### config.mk
export PLATFORM = sky130hd
export DESIGN_NAME = dmem_arbiter
export DESIGN_NICKNAME = d
export VERILOG_FILES = /design/src/rtl/dmem_arbiter.sv
export SDC_FILE = /design/constraint.sdc
export NUM_CORES = 1
export LEC_CHECK = 0
export CORE_AREA = 4 4 128 130
export CTS_BUF_LIST = sky130_fd_sc_hd__clkbuf_4 sky130_fd_sc_hd__clkbuf_8
export CTS_CLUSTER_SIZE = 40
export DETAILED_ROUTE_END_ITERATION = 10
export DIE_AREA = 0 0 132 134
export GPL_ROUTABILITY_DRIVEN = 0
export HOLD_SLACK_MARGIN = 0.03
export MAX_ROUTING_LAYER = met4
export SLEW_MARGIN = 30
export SYNTH_ARGS = -nofsm -noshare
export SYNTH_HDL_FRONTEND = slang
export SYNTH_SLANG_ARGS = --single-unit
### constraint.sdc
create_clock -name clk -period 2.8 [get_ports clk]
set_input_delay 0.28 -clock clk [delete_from_list [all_inputs] [get_ports clk]]
set_output_delay 0.28 -clock clk [all_outputs]
set_load 0.01 [all_outputs]
### src/rtl/dmem_arbiter.sv
// Two-port data-memory arbiter: round-robin with a bounded burst lock for port 1.
// Optional macro ARB_PERF_CNT_EN adds a saturating contention counter on perf_conflicts.
module dmem_arbiter #(
    parameter int unsigned AW       = 32,
    parameter int unsigned DW       = 32,
    parameter int unsigned RD_LAT   = 1,
    parameter int unsigned MAX_HOLD = 8
) (
    input  logic          clk,
    input  logic          rst,
    input  logic          m0_req,
    input  logic          m0_we,
    input  logic [AW-1:0] m0_addr,
    input  logic [DW-1:0] m0_wdata,
    output logic          m0_gnt,
    output logic          m0_rvalid,
    output logic [DW-1:0] m0_rdata,
    output logic          core_stall,
    input  logic          m1_req,
    input  logic          m1_we,
    input  logic [AW-1:0] m1_addr,
    input  logic [DW-1:0] m1_wdata,
    input  logic          m1_lock,
    output logic          m1_gnt,
    output logic          m1_rvalid,
    output logic [DW-1:0] m1_rdata,
    output logic          mem_en,
    output logic          mem_we,
    output logic [AW-1:0] mem_addr,
    output logic [DW-1:0] mem_wdata,
    input  logic [DW-1:0] mem_rdata,
    output logic [31:0]   perf_conflicts
);

    localparam int unsigned HW = $clog2(MAX_HOLD + 1);
    localparam logic [HW-1:0] HOLD_MAX = HW'(MAX_HOLD);

    typedef enum logic {
        PORT0 = 1'b0,
        PORT1 = 1'b1
    } port_e;

    port_e            last_q, last_d;
    logic             m1_gnt_q;
    logic [HW-1:0]    hold_cnt_q, hold_cnt_d;
    logic [RD_LAT-1:0] tag_vld_q;
    logic [RD_LAT-1:0] tag_port_q;
    logic             lock_hit;
    logic             rd_issue;
    logic             ret_vld;

    // Lock only extends a grant port 1 actually held in the previous cycle.
    assign lock_hit = m1_gnt_q & m1_lock & m1_req & (hold_cnt_q < HOLD_MAX);

    always_comb begin
        m0_gnt = 1'b0;
        m1_gnt = 1'b0;
        if (!rst) begin
            if (m0_req && m1_req) begin
                if (lock_hit) begin
                    m1_gnt = 1'b1;
                end else if (hold_cnt_q == HOLD_MAX) begin
                    m0_gnt = 1'b1;
                end else if (last_q == PORT1) begin
                    m0_gnt = 1'b1;
                end else begin
                    m1_gnt = 1'b1;
                end
            end else if (m0_req) begin
                m0_gnt = 1'b1;
            end else if (m1_req) begin
                m1_gnt = 1'b1;
            end
        end
    end

    always_comb begin
        last_d     = last_q;
        hold_cnt_d = hold_cnt_q;
        if (m0_gnt) begin
            last_d = PORT0;
        end else if (m1_gnt) begin
            last_d = PORT1;
        end
        if (m0_gnt || !m1_lock) begin
            hold_cnt_d = '0;
        end else if (m1_gnt && lock_hit && m0_req) begin
            hold_cnt_d = hold_cnt_q + 1'b1;
        end
    end

    always_comb begin
        mem_en    = m0_gnt | m1_gnt;
        mem_we    = 1'b0;
        mem_addr  = '0;
        mem_wdata = '0;
        if (m0_gnt) begin
            mem_we    = m0_we;
            mem_addr  = m0_addr;
            mem_wdata = m0_wdata;
        end else if (m1_gnt) begin
            mem_we    = m1_we;
            mem_addr  = m1_addr;
            mem_wdata = m1_wdata;
        end
    end

    assign rd_issue   = mem_en & ~mem_we;
    assign core_stall = m0_req & ~m0_gnt;

    always_ff @(posedge clk) begin
        if (rst) begin
            last_q     <= PORT0;
            m1_gnt_q   <= 1'b0;
            hold_cnt_q <= '0;
            tag_vld_q  <= '0;
            tag_port_q <= '0;
        end else begin
            last_q        <= last_d;
            m1_gnt_q      <= m1_gnt;
            hold_cnt_q    <= hold_cnt_d;
            tag_vld_q[0]  <= rd_issue;
            tag_port_q[0] <= m1_gnt;
            for (int unsigned i = 1; i < RD_LAT; i++) begin
                tag_vld_q[i]  <= tag_vld_q[i-1];
                tag_port_q[i] <= tag_port_q[i-1];
            end
        end
    end

    // Return path is masked while reset is held so flushed reads never surface.
    assign ret_vld   = tag_vld_q[RD_LAT-1] & ~rst;
    assign m0_rvalid = ret_vld & ~tag_port_q[RD_LAT-1];
    assign m1_rvalid = ret_vld &  tag_port_q[RD_LAT-1];
    assign m0_rdata  = m0_rvalid ? mem_rdata : '0;
    assign m1_rdata  = m1_rvalid ? mem_rdata : '0;

`ifdef ARB_PERF_CNT_EN
    logic [31:0] perf_q, perf_d;

    always_comb begin
        perf_d = perf_q;
        if (m0_req && m1_req && (perf_q != '1)) begin
            perf_d = perf_q + 32'd1;
        end
    end

    always_ff @(posedge clk) begin
        if (rst) begin
            perf_q <= '0;
        end else begin
            perf_q <= perf_d;
        end
    end

    assign perf_conflicts = perf_q;
`else
    assign perf_conflicts = '0;
`endif

endmodule

==> run metrics <==
status=finished clean; total gr overflow=0; Core ar.=approximately 15000 um^2; total routed wirelength=about 12 mm; Reg2Reg Depth=8; Pwr per Cell Area=between 150 and 200 nW/um^2; Clock transition at path regs=40 ps; dpl cells=roughly 700; vias=2822; area grow syn2layout=190%; via/cell ratio=about 4.0; worst setup margin=77.2 ps; Hold Path End=last_q$_SDFFE_PP0N_; DR WL/cell=17.0 um; vias in the first global route=between 2000 and 3000; Slew headroom=just under 50%; Initial Utilization=roughly 11%; Top delay family on crit path=buffers and inverters; H-tree depth=1; Hold Path Cell Cnt=2; worst flop-to-flop path endpoint=tag_vld_q$_SDFF_PP0_; reg2reg setup slack=900 ps; CTS tree=done; fin nets=slightly below 700; Die Area=about 18000 um^2; initial antenna violation count=0; min Tclk post-route=2720 ps; clk_skew=approximately 0.21 ps; Post-Synthesis Cells=230; share of cells above drive strength 1=under 10%; die span in x=between 100 and 150 um; Peak VDD IR=between 0.3 and 0.4 mV; YS warnings=0; Leak=1.96 nW; CP Capture Type=output port; ANT nets after route=0; die height=134 um; CTS root buffer=clkbuf_8; post-synthesis sequential area ratio=~8.1%; CP Max Fanout=34; Cell variety after synth=29; TritonCTS buffer count=3; crit path buf inv count=4; critical path required time=approximately 2500 ps; Slew Limit Fails=0; Worst path slowest cell=clkdlybuf4s50_1; gr usage total=between 10% and 20%; CP Class=flip-flop to output port; Slew @ Worst Pin=753 ps; Place WS=-30.7 ps; IO Pins=334; critical path, cell by cell=inv_1, ha_1, nor2b_4, nor3b_4, nor3_4, buf_4, clkbuf_16, a22o_4, clkdlybuf4s50_1; diode count=0; port bufs=about 300; RR Startpoint=hold_cnt_q[0]$_SDFFE_PP0P_; Tot Pwr=0.000926 W; final core occ=approximately 33%; Yosys reg bits=7; count of max-cap constraint violations=0; DRC errors left=0; DR pass1 iterations=4; Hold Crit Start=rst; largest net degree at the start of global routing=69; global-route wire length before repair=around 17 mm; row count=45; Mapped Avg Cell Area=about 7.5 um^2; final setup fails=0; Sink Count=7; clk_lat worst skew=230 ps; Critical Path Max Stage Delay=between 400 and 500 ps; Startpoint Class=flip-flop; Max Freq=approximately 0.37 GHz; synthesized area=~1700 um^2; Hold Crit Class=input pin to flip-flop; clock tree buffer depth=2; CP arrival=around 2400 ps; Final Cycle Share=between 90% and 100%; initial DRC count=between 80 and 90; Final Instance Count excl. Fillers=714; Final Hold Viols=0; half-perimeter wire length after placement=approximately 9.6 mm
kinds of logic (layout without fill, tap and decap cells):
| logic type | count (synthesis) | after routing | share of synthesized area (%) |
|---|---|---|---|
| AND/OR/NAND/NOR | 84 | 84 | 29.8 |
| AO/OA/AOI/OAI | 76 | 76 | 37.6 |
| buffers and inverters | 58 | 323 | 21.9 |
| flip-flops | 7 | 7 | 8.10 |
| adder cells (fa/ha/maj) | 2 | 2 | 1.45 |
| XOR/XNOR | 2 | 2 | 1.01 |
| other | 1 | 32 | 0.217 |
state kept, by name, summed over array words and instances, names as in the netlist:
name,flops
tag_vld_q,1
tag_port_q,1
last_q,1
hold_cnt_q,4
area by class of cell:
cell class	count	area, um^2
Sequential cell	7	143
Inverter	6	22.5
Tap cell	188	235
Timing Repair Buffer	313	3190
Multi-Input combinational cell	196	1370
Clock buffer	4	48.8
Fill cell	1563	10100
metrics by stage:
step	area (um^2)	TNS, ps	hold WS [ps]
after floorplan	1850	0	349
after global placement	4820	0	503
after detailed placement	4820	-34.1	515
after CTS	4910	0	523
after global routing	5010	-12.8	362
final	5010	0	354
power by group:
part | internal (W) | switching (W) | total, W
Sequential | 0.000103 | 0.00000354 | 0.000107
Combinational | 0.000433 | 0.000234 | 0.000667
Clock | 0.000108 | 0.0000437 | 0.000152
layer usage:
layer	global-route usage (%)	vias up	routed length (um)
li1	-	1355	-
met5	-	-	0
met4	1.28	0	90
met1	14.1	1300	4780
met2	22.1	159	6530
met3	1.69	8	768
synth_stat cells:
cell / count / area, um^2
nor3b_2: 1 / 12.5
nand4b_1: 1 / 8.76
clkbuf_1: 9 / 33.8
and3_1: 2 / 12.5
a41oi_1: 1 / 8.76
conb_1: 1 / 3.75
dfxtp_1: 7 / 140
xnor2_1: 2 / 17.5
nand2_1: 2 / 7.51
a221oi_1: 1 / 8.76
nor3_2: 1 / 10.0
buf_4: 35 / 263
a311oi_2: 1 / 15.0
buf_2: 5 / 25.0
inv_1: 6 / 22.5
nand2b_1: 2 / 12.5
nor3b_1: 1 / 7.51
ha_1: 2 / 25.0
nor3_1: 1 / 5.00
nor2_1: 6 / 22.5
and2_1: 64 / 400
a22o_1: 65 / 569
o311ai_0: 1 / 8.76
o21ai_0: 3 / 15.0
a311oi_1: 1 / 8.76
nor2b_1: 1 / 6.26
buf_6: 3 / 33.8
a21oi_1: 3 / 15.0
nand3_1: 2 / 10.0
cell usage in the layout (no fill, tap or decap), drive strengths merged, types with 3 or more instances in the layout:
| cell | Yosys | final |
|---|---|---|
| dfxtp | 7 | 7 |
| conb | 1 | 32 |
| clkbuf | 9 | 6 |
| clkdlybuf4s50 | 0 | 298 |
| a21oi | 3 | 3 |
| nor2 | 6 | 6 |
| buf | 43 | 10 |
| a22o | 65 | 65 |
| inv | 6 | 6 |
| and2 | 64 | 64 |
| o21ai | 3 | 3 |
how the worst max path moves through the flow:
stage | from | end | slack [ps] | cells past startpoint
after floorplan | hold_cnt_q[0]$_SDFFE_PP0P_ | mem_addr[0] | 890 | 8
after global placement | m0_req | mem_wdata[18] | 30 | 6
after detailed placement | m1_lock | mem_wdata[18] | -30 | 7
after CTS | hold_cnt_q[0]$_SDFFE_PP0P_ | mem_wdata[18] | 20 | 8
after global routing | hold_cnt_q[0]$_SDFFE_PP0P_ | mem_wdata[18] | -7 | 9
final | hold_cnt_q[0]$_SDFFE_PP0P_ | mem_wdata[18] | 80 | 9
timing repair:
action	in CTS	in global routing
pin swaps	1	2
setup buffers	1	3
gates cloned	1	2
hold buffers	0	0
setup endpoints to repair	18	65
gates resized for setup	4	11
Note: power is estimated with default switching activity, not from simulation.
